[src/rtl/data_cache.sv]
// Direct-mapped, write-back, write-allocate data cache with one-word CPU port
// and a 128-bit block interface to data memory.
module data_cache #(
    parameter int LINES = 8
) (
    input  logic         CLK,
    input  logic         RESET,
    input  logic         READ,
    input  logic         WRITE,
    input  logic [31:0]  ADDRESS,
    input  logic [31:0]  WRITEDATA,
    output logic [31:0]  READDATA,
    output logic         BUSYWAIT,
    output logic         MEM_READ,
    output logic         MEM_WRITE,
    output logic [27:0]  MEM_ADDRESS,
    output logic [127:0] MEM_WRITEDATA,
    input  logic [127:0] MEM_READDATA,
    input  logic         MEM_BUSYWAIT
);

    localparam int IDX_W = $clog2(LINES);
    localparam int TAG_W = 28 - IDX_W;

    typedef enum logic [1:0] {IDLE, WRITEBACK, ALLOCATE, UPDATE} state_t;

    state_t             state_q, state_d;
    logic [LINES-1:0]   valid_q, valid_d;
    logic [LINES-1:0]   dirty_q, dirty_d;
    logic [TAG_W-1:0]   tag_q  [LINES];
    logic [TAG_W-1:0]   tag_d  [LINES];
    logic [127:0]       data_q [LINES];
    logic [127:0]       data_d [LINES];

    logic [IDX_W-1:0]   idx;
    logic [TAG_W-1:0]   addr_tag;
    logic [1:0]         offset;
    logic               hit;
    logic               request;
    logic               unused_addr_bits;

    assign unused_addr_bits = ^ADDRESS[1:0];

    always_comb begin
        idx      = ADDRESS[4 +: IDX_W];
        addr_tag = ADDRESS[31 -: TAG_W];
        offset   = ADDRESS[3:2];
        hit      = valid_q[idx] && (tag_q[idx] == addr_tag);
        request  = READ || WRITE;
        READDATA = data_q[idx][{offset, 5'b0} +: 32];
    end

    always_comb begin
        state_d       = state_q;
        valid_d       = valid_q;
        dirty_d       = dirty_q;
        tag_d         = tag_q;
        data_d        = data_q;
        BUSYWAIT      = 1'b0;
        MEM_READ      = 1'b0;
        MEM_WRITE     = 1'b0;
        MEM_ADDRESS   = '0;
        MEM_WRITEDATA = '0;
        unique case (state_q)
            IDLE: begin
                if (request) begin
                    if (hit) begin
                        if (WRITE) begin
                            data_d[idx][{offset, 5'b0} +: 32] = WRITEDATA;
                            dirty_d[idx] = 1'b1;
                        end
                    end else begin
                        BUSYWAIT = 1'b1;
                        state_d  = (valid_q[idx] && dirty_q[idx]) ? WRITEBACK : ALLOCATE;
                    end
                end
            end
            WRITEBACK: begin
                BUSYWAIT      = 1'b1;
                MEM_WRITE     = 1'b1;
                MEM_ADDRESS   = {tag_q[idx], idx};
                MEM_WRITEDATA = data_q[idx];
                if (!MEM_BUSYWAIT) state_d = ALLOCATE;
            end
            ALLOCATE: begin
                BUSYWAIT    = 1'b1;
                MEM_READ    = 1'b1;
                MEM_ADDRESS = ADDRESS[31:4];
                if (!MEM_BUSYWAIT) state_d = UPDATE;
            end
            UPDATE: begin
                // The held request is re-evaluated as a hit once back in IDLE.
                BUSYWAIT     = 1'b1;
                data_d[idx]  = MEM_READDATA;
                tag_d[idx]   = addr_tag;
                valid_d[idx] = 1'b1;
                dirty_d[idx] = 1'b0;
                state_d      = IDLE;
            end
            default: state_d = IDLE;
        endcase
    end

    always_ff @(posedge CLK) begin
        if (RESET) begin
            state_q <= IDLE;
            valid_q <= '0;
            dirty_q <= '0;
        end else begin
            state_q <= state_d;
            valid_q <= valid_d;
            dirty_q <= dirty_d;
        end
    end

    // Tags and data survive reset; only suppress updates during it.
    always_ff @(posedge CLK) begin
        if (!RESET) begin
            tag_q  <= tag_d;
            data_q <= data_d;
        end
    end

endmodule

[config.mk]
export PLATFORM = sky130hd
export DESIGN_NAME = data_cache
export DESIGN_NICKNAME = d
export VERILOG_FILES = /design/src/rtl/data_cache.sv
export SDC_FILE = /design/constraint.sdc
export NUM_CORES = 2
export LEC_CHECK = 0
export ABC_AREA = 1
export BUFFER_PORTS_ARGS = -buffer_cell sky130_fd_sc_hd__buf_4
export CORE_MARGIN = 1.5
export CORE_UTILIZATION = 40
export DETAILED_ROUTE_END_ITERATION = 10
export GPL_TIMING_DRIVEN = 1
export HOLD_SLACK_MARGIN = 0.15
export PLACE_DENSITY = 0.68
export SLEW_MARGIN = 0
export SYNTH_ARGS = -nofsm -noshare
export SYNTH_HDL_FRONTEND = slang
export SYNTH_SLANG_ARGS = --single-unit
[constraint.sdc]
create_clock -name CLK -period 7.98 [get_ports CLK]
set_input_delay 0.399 -clock CLK [delete_from_list [all_inputs] [get_ports CLK]]
set_output_delay 0.399 -clock CLK [all_outputs]
set_load 0.02 [all_outputs]
==> impl_results.md <==
* Outcome: complete, no violations
* Post-Route Setup TNS at 0 ns
* Setup violators final at 0
* DRC viols at 0
* Port Buffers at 385
* Clk_lat worst skew at 0.78 ns
* Async S/R FF share, synth at 0%
* Share of cells above drive strength 1 at between 10% and 20%
* Skew final at around 0.047 ns
* Top Ports at slightly below 400
* Mapped Nets at approximately 5200
* Synth area leaders: edfxtp_1 67%, nor2_1 9.5%, nand2_1 4.2%
* WHS at around 0.20 ns
* Via/cell ratio at 5.98
* Die area at ~140000 um^2
* Syn avg cell area at about 11 um^2
* Endpoint type of the worst setup path: output port
* Clock transition at path regs at roughly 0.05 ns
* LEAKAGE at roughly 24 nW
* CTS tree: yes
* Total gr overflow at 0
* Die W at around 370 um
* Root buf cell: clkbuf_16
* Max cap viols at 0
* Type of the worst min-delay path: in -> reg
* Num rows at ~140
* Yosys cell types at 39
* Routability congestion estimate at 0.990
* Max VDD drop at 224 uV
* Netlist Area Pre-Place at 54800 um^2
* Final Hold Viols at 0
* GRT Total Usage at about 29%
* Period utilization at approximately 70%
* Post-synth top area cell: edfxtp_1
* Core ar. at between 100000 and 150000 um^2
* Worst path required time at 7.58 ns
* Finished Cell Area at 64800 um^2
* WL/cell at 28.7 um
* Number of enable flip-flop cells after synthesis at 1224
* Final min period at between 5 and 6 ns
* Critical path class: in -> out
* Setup WS post-layout at 2.49 ns
* Count leader, synth: nor2_1
* Max Freq at 0.182 GHz
* Cell Area, Placed at 59800 um^2
* Worst slew margin at between 10% and 20%
* Yosys Warn Count at 0
* Die Span Y at around 370 um
* Via count at 43600
* Fillers at 12100
* Syn Inst Count at 5031
* Iter 0 DRT Violations at around 7300
* Seq/Total Area, Yosys at between 60% and 70%
* Worst setup SP type: primary input
* CTS Buffer Depth at 3
* HPWL Detailed at about 130000 um
* Starting Density at between 40% and 50%
* First-pass GRT wire length at roughly 290000 um
* Worst Path Arrival at 5.09 ns
* Post-Place Setup Slack at ~2.2 ns
* Inserted Clock Buffers at 132
* Most frequent cells after synthesis: 1395 x nor2_1, 1224 x edfxtp_1, 613 x nand2_1
* Crit path max fanout at slightly above 60
* Pin count of the biggest net entering global routing at roughly 130
* Pre-antenna DRT Iters at 10
* Routed Antenna Nets at 0
* RSZ-0062 raised after global routing: false
* Worst slew pin tran at ~1.3 ns
* Total routed wirelength at about 210000 um
* Yosys reg bits at 1242
* CTS H-tree lvls at 4
* Clk sinks at approximately 1200
* P&R area growth vs syn at 18.2%
* Power Dens Cells at 235 nW/um^2
* Main synth FF type: edfxtp_1
* Vias in the first global route at 39900
* Slew Viols, Final at 0
* Initial antenna violation count at 27
* Final nets at between 5000 and 6000
* Share of Yosys cell area claimed by the top area cell type at 67.0%
logic make-up after synthesis:
| group | synth area share, % |
|---|---|
| AOI/OAI and AO/OA | 10.4 |
| xor gates and xnor gates | 0.0320 |
| adders and majority gates | 0.205 |
| buffers and inverters | 5.35 |
| DFF | 67.7 |
| and+or+nand+nor | 16.3 |
where the power goes:
| group | leakage [nW] | switching (mW) | internal, mW |
|---|---|---|---|
| registers | 13.5 | 0.0127 | 7.16 |
| logic | 8.60 | 1.59 | 0.465 |
| clock network | 2.03 | 2.62 | 3.37 |
| total | 24.1 | 4.23 | 11.0 |
cell type report:
| class | instances | area (um^2) | share of cell area (%) |
|---|---|---|---|
| Sequential cell | 1242 | 37100 | 57.2 |
| Multi-Input combinational cell | 3031 | 15100 | 23.3 |
| Inverter | 413 | 1590 | 2.45 |
| Clock inverter | 74 | 711 | 1.10 |
| Tap cell | 1781 | 2230 | 3.44 |
| Timing Repair Buffer | 566 | 4560 | 7.03 |
| Clock buffer | 163 | 3460 | 5.34 |
| Antenna cell | 13 | 32.5 | 0.0502 |
cell usage in the layout (no fill, tap or decap), types with 8 or more instances in the layout:
cell and count:
nand2_1 607, nand3_1 75, edfxtp_1 1224, dfxtp_1 18, ha_1 8, buf_12 8
a22oi_1 151, a32oi_1 74, a22o_1 141, or2_2 12, nor2_2 11, nor2_4 39
dlygate4sd3_1 84, o2bb2ai_1 11, buf_4 474, inv_1 396, bufinv_16 8, o2111ai_1 9
diode_2 13, o22ai_1 18, clkinv_1 33, a221oi_1 124, clkinv_2 20, o21ai_0 104
a21oi_1 108, nand4_1 129, clkbuf_16 134, nor2_1 1348, inv_6 12, clkbuf_1 29
o211ai_1 21
through the flow:
stage	instances	total power, mW	util, %
finish	7283	15.2	47.7
global route	7271	15.5	47.7
detailed placement	6949	9.24	44.0
floorplan	5031	8.34	-
global placement	6949	9.21	44.0
CTS	7270	15.1	47.7
worst paths after layout:
check	cells after the start	end	start	slack, ns
setup / recovery	9	READDATA[29]	ADDRESS[4]	2.49
hold / removal	5	state_q[1]	READ	0.20
setup reg to reg	16	data_q[878]	tag_q[175]	3.58
hold reg to reg	2	valid_q[3]	valid_q[3]	0.46
metal layers:
metal	vias up	track usage (%)	part of all wire (%)
met5	-	0.926	0.23
met4	42	16.4	6.4
met3	661	12.3	16
met2	3499	41.2	42
met1	21000	36.7	35
li1	18400	-	-
state kept, by name (all words and copies together) (netlist names), named ones only:
signal	count
data_q	1024
tag_q	200
valid_q	8
state_q	2
critical path: stages:
cell and delay, ns:
buf_4 0.50, inv_2 0.55, nand2_4 0.60, inv_6 0.38, a22oi_1 0.29, nand4_1 0.44, o21ai_0 1.15, o22ai_1 0.41
buf_4 0.27
what timing repair did:
action / CTS / global route
resized for setup: 0 / 0
hold endpoints to repair: 580 / 0
hold buffers: 84 / 0
setup buffers: 0 / 0
(Power assumes the default switching activity.)
